### config.mk
export PLATFORM = sky130hd
export DESIGN_NAME = rtc_write_seq_flat
export DESIGN_NICKNAME = d
export VERILOG_FILES = /design/src/rtl/rtc_write_seq_pkg.sv /design/src/rtl/rtc_write_seq_if.sv /design/src/rtl/rtc_write_seq_phase_timer.sv /design/src/rtl/rtc_write_seq.sv /design/src/flat_wrapper.sv
export SDC_FILE = /design/constraint.sdc
export NUM_CORES = 1
export LEC_CHECK = 0
export BUFFER_PORTS_ARGS = -buffer_cell sky130_fd_sc_hd__buf_2
export CORE_ASPECT_RATIO = 1.1
export CORE_UTILIZATION = 55
export DETAILED_ROUTE_END_ITERATION = 12
export PLACE_DENSITY = 0.91
export SYNTH_ARGS = -nofsm -noshare
export SYNTH_HDL_FRONTEND = slang
export SYNTH_SLANG_ARGS = --single-unit
### constraint.sdc
create_clock -name clk -period 5.21 [get_ports clk]
set_clock_uncertainty 0.05 [all_clocks]
set_input_delay 1.042 -clock clk [delete_from_list [all_inputs] [get_ports clk]]
set_output_delay 1.042 -clock clk [all_outputs]
set_load 0.02 [all_outputs]
### src/rtl/rtc_write_seq_pkg.sv
// Shared types and constants for the RTC write sequencer: FSM states, default
// bus timing, the transfer-command address and RTC register addresses.
package rtc_write_seq_pkg;

    typedef enum logic [3:0] {
        S_IDLE,
        S_A_SETUP,
        S_A_STROBE,
        S_A_HOLD,
        S_D_SETUP,
        S_D_STROBE,
        S_D_HOLD,
        S_GAP,
        S_DONE
    } state_t;

    localparam int unsigned T_SETUP_DEF  = 2;
    localparam int unsigned T_PULSE_DEF  = 4;
    localparam int unsigned T_HOLD_DEF   = 2;
    localparam int unsigned T_GAP_DEF    = 3;
    localparam logic [7:0]  CMD_ADDR_DEF = 8'hF1;
    localparam logic [7:0]  ADDR_HORA    = 8'h23;

    // Registered pin image; ordering matches the reset/idle defaults below.
    typedef struct packed {
        logic       busy;
        logic       done;
        logic       cs_n;
        logic       wr_n;
        logic       ad_sel;
        logic       ad_oe;
        logic [7:0] ad_out;
    } bus_out_t;

    localparam bus_out_t BUS_IDLE = '{busy: 1'b0, done: 1'b0, cs_n: 1'b1, wr_n: 1'b1,
                                      ad_sel: 1'b0, ad_oe: 1'b0, ad_out: 8'h00};

    // Timer terminal count for a phase of n cycles (n in 1..15).
    function automatic logic [3:0] len_m1(input int unsigned n);
        return 4'(n - 1);
    endfunction

endpackage

### src/rtl/rtc_write_seq_if.sv
// Request side plus RTC pin side of the write sequencer, grouped as one bundle.
interface rtc_write_seq_if;
    logic       start;
    logic [7:0] addr;
    logic [7:0] data;
    logic       busy;
    logic       done;
    logic       cs_n;
    logic       rd_n;
    logic       wr_n;
    logic       ad_sel;
    logic       ad_oe;
    logic [7:0] ad_out;

    modport master (output start, addr, data,
                    input  busy, done, cs_n, rd_n, wr_n, ad_sel, ad_oe, ad_out);
    modport slave  (input  start, addr, data,
                    output busy, done, cs_n, rd_n, wr_n, ad_sel, ad_oe, ad_out);
endinterface

### src/rtl/rtc_write_seq_phase_timer.sv
// 4-bit loadable down-counter shared by every bus phase; zero marks the last
// cycle of the current phase.
module rtc_write_seq_phase_timer (
    input  logic       clk,
    input  logic       rst,
    input  logic       load,
    input  logic [3:0] len,
    output logic       zero
);
    logic [3:0] cnt;

    always_ff @(posedge clk) begin
        if (rst)             cnt <= 4'd0;
        else if (load)       cnt <= len;
        else if (cnt != 4'd0) cnt <= cnt - 4'd1;
    end

    assign zero = (cnt == 4'd0);
endmodule

### src/rtl/rtc_write_seq.sv
// Intel-style multiplexed-bus write sequencer for the external RTC.
// Optional macro TRANSFER_CMD_EN appends a gap and a CMD_ADDR/CMD_ADDR command write.
module rtc_write_seq
    import rtc_write_seq_pkg::*;
#(
    parameter int unsigned T_SETUP  = T_SETUP_DEF,
    parameter int unsigned T_PULSE  = T_PULSE_DEF,
    parameter int unsigned T_HOLD   = T_HOLD_DEF,
    parameter int unsigned T_GAP    = T_GAP_DEF,
    parameter logic [7:0]  CMD_ADDR = CMD_ADDR_DEF
) (
    input  logic           clk,
    input  logic           rst,
    rtc_write_seq_if.slave bus
);
    state_t     state_q, state_d;
    logic       cmd_q, cmd_d;
    logic [7:0] addr_q, data_q;
    logic [7:0] a_val, d_val;
    logic       accept;
    logic       tmr_load, tmr_zero;
    logic [3:0] tmr_len;
    bus_out_t   out_q, out_d;

    rtc_write_seq_phase_timer u_timer (
        .clk  (clk),
        .rst  (rst),
        .load (tmr_load),
        .len  (tmr_len),
        .zero (tmr_zero)
    );

    always_comb begin
        state_d = state_q;
        cmd_d   = cmd_q;
        accept  = 1'b0;
        case (state_q)
            S_IDLE, S_DONE: begin
                state_d = S_IDLE;
                if (bus.start) begin
                    state_d = S_A_SETUP;
                    cmd_d   = 1'b0;
                    accept  = 1'b1;
                end
            end
            S_A_SETUP:  if (tmr_zero) state_d = S_A_STROBE;
            S_A_STROBE: if (tmr_zero) state_d = S_A_HOLD;
            S_A_HOLD:   if (tmr_zero) state_d = S_D_SETUP;
            S_D_SETUP:  if (tmr_zero) state_d = S_D_STROBE;
            S_D_STROBE: if (tmr_zero) state_d = S_D_HOLD;
            S_D_HOLD: if (tmr_zero) begin
`ifdef TRANSFER_CMD_EN
                state_d = cmd_q ? S_DONE : S_GAP;
`else
                state_d = S_DONE;
`endif
            end
            S_GAP: if (tmr_zero) begin
                state_d = S_A_SETUP;
                cmd_d   = 1'b1;
            end
            default: state_d = S_IDLE;
        endcase
    end

    // Every phase entry is a state change, so the timer loads exactly then.
    always_comb begin
        tmr_load = (state_d != state_q);
        tmr_len  = 4'd0;
        case (state_d)
            S_A_SETUP, S_D_SETUP:   tmr_len = len_m1(T_SETUP);
            S_A_STROBE, S_D_STROBE: tmr_len = len_m1(T_PULSE);
            S_A_HOLD, S_D_HOLD:     tmr_len = len_m1(T_HOLD);
            S_GAP:                  tmr_len = len_m1(T_GAP);
            default:                tmr_len = 4'd0;
        endcase
    end

    // Pins are registered from the next state so they change cleanly with it.
    assign a_val = cmd_d ? CMD_ADDR : (accept ? bus.addr : addr_q);
    assign d_val = cmd_d ? CMD_ADDR : (accept ? bus.data : data_q);

    always_comb begin
        out_d = BUS_IDLE;
        case (state_d)
            S_A_SETUP, S_A_STROBE, S_A_HOLD: begin
                out_d.busy   = 1'b1;
                out_d.cs_n   = 1'b0;
                out_d.ad_oe  = 1'b1;
                out_d.ad_out = a_val;
                out_d.wr_n   = (state_d != S_A_STROBE);
            end
            S_D_SETUP, S_D_STROBE, S_D_HOLD: begin
                out_d.busy   = 1'b1;
                out_d.cs_n   = 1'b0;
                out_d.ad_oe  = 1'b1;
                out_d.ad_sel = 1'b1;
                out_d.ad_out = d_val;
                out_d.wr_n   = (state_d != S_D_STROBE);
            end
            S_GAP:   out_d.busy = 1'b1;
            S_DONE:  out_d.done = 1'b1;
            default: out_d = BUS_IDLE;
        endcase
    end

    always_ff @(posedge clk) begin
        if (rst) begin
            state_q <= S_IDLE;
            cmd_q   <= 1'b0;
            addr_q  <= 8'h00;
            data_q  <= 8'h00;
            out_q   <= BUS_IDLE;
        end else begin
            state_q <= state_d;
            cmd_q   <= cmd_d;
            out_q   <= out_d;
            if (accept) begin
                addr_q <= bus.addr;
                data_q <= bus.data;
            end
        end
    end

    assign bus.busy   = out_q.busy;
    assign bus.done   = out_q.done;
    assign bus.cs_n   = out_q.cs_n;
    assign bus.rd_n   = 1'b1;
    assign bus.wr_n   = out_q.wr_n;
    assign bus.ad_sel = out_q.ad_sel;
    assign bus.ad_oe  = out_q.ad_oe;
    assign bus.ad_out = out_q.ad_out;
endmodule

### src/flat_wrapper.sv
// flat-port wrapper written by rule: the top's interface ports become plain ports
module rtc_write_seq_flat import rtc_write_seq_pkg::*;
#(
    parameter int unsigned T_SETUP  = T_SETUP_DEF,
    parameter int unsigned T_PULSE  = T_PULSE_DEF,
    parameter int unsigned T_HOLD   = T_HOLD_DEF,
    parameter int unsigned T_GAP    = T_GAP_DEF,
    parameter logic [7:0]  CMD_ADDR = CMD_ADDR_DEF
)
  (clk, rst, bus_start, bus_addr, bus_data, bus_busy, bus_done, bus_cs_n, bus_rd_n, bus_wr_n, bus_ad_sel, bus_ad_oe, bus_ad_out);
  rtc_write_seq_if bus_i ();
  input  logic clk;
  input  logic rst;
  input wire logic [$bits(bus_i.start)-1:0] bus_start;
  input wire logic [$bits(bus_i.addr)-1:0] bus_addr;
  input wire logic [$bits(bus_i.data)-1:0] bus_data;
  output wire logic [$bits(bus_i.busy)-1:0] bus_busy;
  output wire logic [$bits(bus_i.done)-1:0] bus_done;
  output wire logic [$bits(bus_i.cs_n)-1:0] bus_cs_n;
  output wire logic [$bits(bus_i.rd_n)-1:0] bus_rd_n;
  output wire logic [$bits(bus_i.wr_n)-1:0] bus_wr_n;
  output wire logic [$bits(bus_i.ad_sel)-1:0] bus_ad_sel;
  output wire logic [$bits(bus_i.ad_oe)-1:0] bus_ad_oe;
  output wire logic [$bits(bus_i.ad_out)-1:0] bus_ad_out;
  assign bus_i.start = bus_start;
  assign bus_i.addr = bus_addr;
  assign bus_i.data = bus_data;
  assign bus_busy = bus_i.busy;
  assign bus_done = bus_i.done;
  assign bus_cs_n = bus_i.cs_n;
  assign bus_rd_n = bus_i.rd_n;
  assign bus_wr_n = bus_i.wr_n;
  assign bus_ad_sel = bus_i.ad_sel;
  assign bus_ad_oe = bus_i.ad_oe;
  assign bus_ad_out = bus_i.ad_out;
  rtc_write_seq #(.T_SETUP(T_SETUP), .T_PULSE(T_PULSE), .T_HOLD(T_HOLD), .T_GAP(T_GAP), .CMD_ADDR(CMD_ADDR)) u_core (.clk(clk), .rst(rst), .bus(bus_i));
endmodule
Word level (Yosys, flattened, before mapping)
Cells that the tools add are included.
- register bits: 39
- input bits: 19
- output and inout bits: 15
- logic and storage cells: 68
- add/subtract/negate cells: 1
- eq/ne operators: 19
- mux-type cells: 26
- reduce and logical (&&, ||, !) cells: 10
- operator list (operator ; count):
    4-bit two-way mux ; 9
    4-bit by 3-bit == test with 1-bit output, second input constant ; 8
    8-bit two-way mux ; 4
    4-bit one-hot mux with 8 select lines ; 1
    9-bit one-hot mux with 2 select lines ; 1
    4-bit by 2-bit == test with 1-bit output, second input constant ; 4
    4-bit by 1-bit == test with 1-bit output, second input constant ; 2
    4-bit == test, second input constant ; 2
    4-bit zero test ; 2
    1-bit two-way mux ; 8
    7-bit OR reduction ; 1
    2-bit one-hot mux with 3 select lines ; 1
    3-bit OR reduction ; 2
    4-bit by 2-bit inequality test with 1-bit output, second input constant ; 1
    4-bit by 3-bit inequality test with 1-bit output, second input constant ; 1
    4-bit inequality test ; 1
    2-bit one-hot mux with 2 select lines ; 1
    4-bit nonzero test ; 1
    2-bit OR reduction ; 2
    4-bit OR reduction ; 1
    4-bit by 1-bit subtractor with 4-bit output, second input constant ; 1
    1-bit one-hot mux with 2 select lines ; 1
    2-bit nonzero test ; 1

Depth between registers and ports, before layout
- word-level depth: 7
- depth in mapped cells: 7
- mapped depth without buffers: 6

Hierarchy
A second synthesis with hierarchy kept.
- cell total of the unflattened synthesis: 191
- area, all modules: 1737.9 um2
- modules (own cells, without submodules) (module ; instances ; cells each ; area an instance (um2) ; seq. area each (um2)):
    rtc_write_seq ; 1 ; 167 ; 1508.9 ; 700.7
    rtc_write_seq_phase_timer ; 1 ; 24 ; 229.0 ; 80.1

Worst setup path before layout
No wires, ideal clock.
- path kind: input port to flip-flop
- start: input bus_start
- end: register u_core.out_q (netlist bit u_core.bus.ad_out[0])
- library setup time: 132 ps
- arrival time: 2097 ps
- required time: 5028 ps
- setup slack: 2931 ps
- stages on the path: 5
- path buffers: 1
- cell sequence: nor4b_4 buf_4 mux2_1 o211ai_1 a21oi_1
- word-level cells in the longest chain between the ends: 5
- elaborated cells on any way between the ends: 19
- classes of those cells: eq/ne (6); mux (11); reduce/logical (2)
- ends and longest elaborated chain (item ; RTL line ; text):
    start, declared ; flat_wrapper.sv:14 ; input wire logic [$bits(bus_i.start)-1:0] bus_start;
    1-bit two-way mux ; rtc_write_seq.sv:40 ; if (bus.start) begin
    4-bit one-hot mux with 8 select lines or 1-bit two-way mux (tied branches) ; rtc_write_seq.sv:37 ; case (state_q)
    4-bit by 3-bit == test with 1-bit output (tied with other cells) ; rtc_write_seq.sv:85 ; case (state_d)
    3-bit OR reduction (tied with other cells) ; rtc_write_seq.sv:85 ;
    9-bit one-hot mux with 2 select lines * ; rtc_write_seq.sv:85 ;
    end signal, assigned ; rtc_write_seq.sv:117 ; out_q <= out_d;
    end, declared ; rtc_write_seq.sv:23 ; bus_out_t out_q, out_d;
Mark *: on every way between the ends. The rest lies on a longest branch, timed or not.
A chain may end at the register's enable or synchronous reset.

Final worst setup path
- start: input bus_start
- end: register u_core.out_q (netlist bit u_core.bus.ad_out[7])
Same word-level chain as after synthesis.

==> reports/results.txt <==
vias in the first global route: 1265
die area: 0.00351 mm^2
Critical Path RT: 5400 ps
Worst Path Arrival: 2860 ps
ys async rst share: 0
total design power: 955 uW
Final HPWL DP: 2340 um
Reg2Reg Capture Point: u_core.bus.ad_out[7]
via density per instance: 5.74
core footprint: 0.00307 mm^2
hold-fix buffers at CTS: 0
reg2reg start: u_core.state_q[0]
crit path from: bus_start
initial core utilization: 0.586
layout cells sized above 1: 0.260
ys flop type: dfxtp_1
switching power: 375 uW
crit share post-route: 0.513
MaxCap Viol Count: 0
first-pass GRT wire length: 5600 um
nature of the critical path endpoint: flop
Area Overhead vs Synth: 9.17%
Post-CTS Resized: 0
critical path type: input port to flop
drt pass-1 iters: 4
status: finished clean
final std cells w/o fill: 249
GRT Overall Usage: 0.206
clk buf depth: 2
Synth top area share: 0.434
Setup TNS Final: 0 ps
Register-to-Register Setup Slack: 2670 ps
fin worst setup slack: 2540 ps
Clock Latency Late Sink: 340 ps
Hold Path Class: flop to flop
Comb pwr share: 0.420
number of synthesized flops with an enable pin: 0
GR Overflow Total: 0
Synth area leaders: dfxtp_1 (43%), a21oi_1 (5.8%), nand2_1 (4.4%)
worst vdd ir: 384 uV
Synth Register Bits: 39
Die Ht: 62.0 um
total CTS buffers: 5
fmax: 374 MHz
# H-tree levels: 2
crit start category: input port
num ports: 34
PD cells: 486 mW/mm^2
GP Congestion: 0.835
drt initial violations: 36
worst-margin pin slew: 1170 ps
Clock Pin Slew Worst Setup and Hold Paths: 110 ps
Seq pwr share: 0.424
Syn Nets: 209
max-slew violations: 0
sequential share of the synthesized area: 0.434
standard-cell row count: 21
DP Worst Slack: 2140 ps
clock sink count: 39
Synth Cell Area: 0.00180 mm^2
largest net degree at the start of global routing: 31
Worst Setup EP: u_core.bus.ad_out[7]
Tmin final: 2670 ps
clock root cell: clkbuf_4
vias: 1429
dpl cells: 241
final antenna-violating net count: 0
Fill cells: 259
cell taking the most area after synthesis: dfxtp_1
RSZ-0062 raised after global routing: no
DR WL/cell: 13.6 um
final setup violation count: 0
Remaining DRCs: 0
# diodes: 0
final instance area: 0.00197 mm^2
Mapped Cells: 189
Slew Limit Headroom: 0.220
TritonCTS clock tree: yes
initial antenna violation count: 0
Net Sw Frac: 0.392
Cell Int Power: 580 uW
R2R depth: 4
WL final: 3380 um
I/O Buffers: 32
Synth cell types: 48
Synth Area per Inst: 9.53 um^2
worst-path fanout max: 21
final count of hold timing violations: 0
Yosys warnings: 0
Die X: 56.6 um
Pleak: 0.000795 uW
Post-CTS Repair Setup Buffers: 0
Clock power frac: 0.156
nets: 234
Area after DPL: 0.00191 mm^2
-- metal layers --
metal | vias to the layer above | track usage | part of all wire
li1 | 723 | - | -
met1 | 672 | 0.254 | 0.44
met2 | 27 | 0.366 | 0.51
met3 | 7 | 0.0455 | 0.036
met4 | 0 | 0.0627 | 0.012
met5 | - | 0 | 0
-- power by group through the flow --
stage                     clock (uW)  combinational [uW]  sequential [uW]
after global placement             0                 389              410
final                            149                 401              405
after global routing             167                 444              413
after detailed placement           0                 400              411
after CTS                        151                 401              405
after floorplan                    0                 346              411
-- layout by cell type, fill, tap and decap left out, types with 3 or more instances in the layout --
master,netlist,layout
dfxtp_1,39,39
o21ai_0,4,4
nor3_1,5,5
buf_2,3,32
clkbuf_4,0,5
o211ai_1,3,3
nand2_1,21,21
inv_1,4,4
a2bb2o_2,3,3
a21oi_1,21,21
nand3_1,4,4
mux2_2,6,6
or3_1,3,3
a221o_1,3,3
nor2_1,7,7
nor2b_1,11,11
mux2_1,3,3
-- critical path, stage by stage --
cell and delay, ps:
buf_2 90, nor4b_4 930, o32ai_4 290, nor4b_4 230, a221o_1 280
-- synth_stat cells (2+ instances only) --
| master | n |
|---|---|
| nor2b_1 | 11 |
| or3_1 | 3 |
| a31oi_1 | 2 |
| nor4_1 | 2 |
| mux2_2 | 6 |
| o22ai_1 | 2 |
| dfxtp_1 | 39 |
| a21oi_1 | 21 |
| clkbuf_1 | 4 |
| o21ai_0 | 4 |
| nand3_1 | 4 |
| xnor2_1 | 2 |
| buf_2 | 3 |
| mux2i_1 | 2 |
| nand2b_1 | 2 |
| nand3b_1 | 2 |
| a2bb2o_2 | 3 |
| buf_6 | 3 |
| inv_1 | 4 |
| a2111oi_0 | 2 |
| or2_2 | 2 |
| a221o_1 | 3 |
| nand2_1 | 21 |
| mux2_1 | 3 |
| o211ai_1 | 3 |
| nor3_1 | 5 |
| buf_4 | 3 |
| nor2_1 | 7 |
| nor4b_4 | 2 |
-- through the flow --
stage,hold WS [ps],utilization
finish,421,0.639
global route,450,0.639
CTS,423,0.639
detailed placement,406,0.622
global placement,399,0.622
floorplan,389,-
-- worst min-delay path by stage --
stage / from / end / slack (ps) / cells past startpoint
floorplan: u_core.addr_q[1] / u_core.addr_q[1] / 390 / 2
global placement: u_core.addr_q[1] / u_core.addr_q[1] / 400 / 2
detailed placement: u_core.addr_q[3] / u_core.addr_q[3] / 410 / 2
CTS: u_core.addr_q[3] / u_core.addr_q[3] / 420 / 2
global route: u_core.addr_q[3] / u_core.addr_q[3] / 450 / 2
finish: u_core.addr_q[3] / u_core.addr_q[3] / 420 / 2
-- kinds of logic (layout without fill, tap and decap cells) --
family                     Yosys count  in the layout  synth area share
xor gates and xnor gates             2              2           0.00973
buffers and inverters               19             45            0.0611
other                                1              1           0.00208
muxes                               11             11            0.0674
DFF                                 39             39             0.434
and+or+nand+nor                     69             69             0.234
adders and majority gates            1              1           0.00695
AOI/OAI and AO/OA                   47             47             0.186
-- layout make-up --
| cell class | count | area (um^2) | share of cell area |
|---|---|---|---|
| Clock buffer | 6 | 41.3 | 0.0210 |
| Clock inverter | 2 | 12.5 | 0.00637 |
| Inverter | 5 | 18.8 | 0.00955 |
| Multi-Input combinational cell | 131 | 910 | 0.463 |
| Sequential cell | 39 | 781 | 0.397 |
| Tap cell | 34 | 42.5 | 0.0216 |
| Timing Repair Buffer | 32 | 160 | 0.0815 |
-- state kept, by name, summed over array words and instances (netlist names) --
signal,cells
u_core.bus.cs_n,1
u_core.bus.busy,1
u_core.state_q,4
u_core.addr_q,8
u_core.data_q,8
u_core.bus.ad_out,8
u_core.bus.ad_oe,1
u_core.bus.ad_sel,1
u_core.bus.wr_n,1
u_core.cmd_q,1
u_core.u_timer.cnt,4
u_core.bus.done,1
Note: power is estimated with default switching activity, not from simulation.
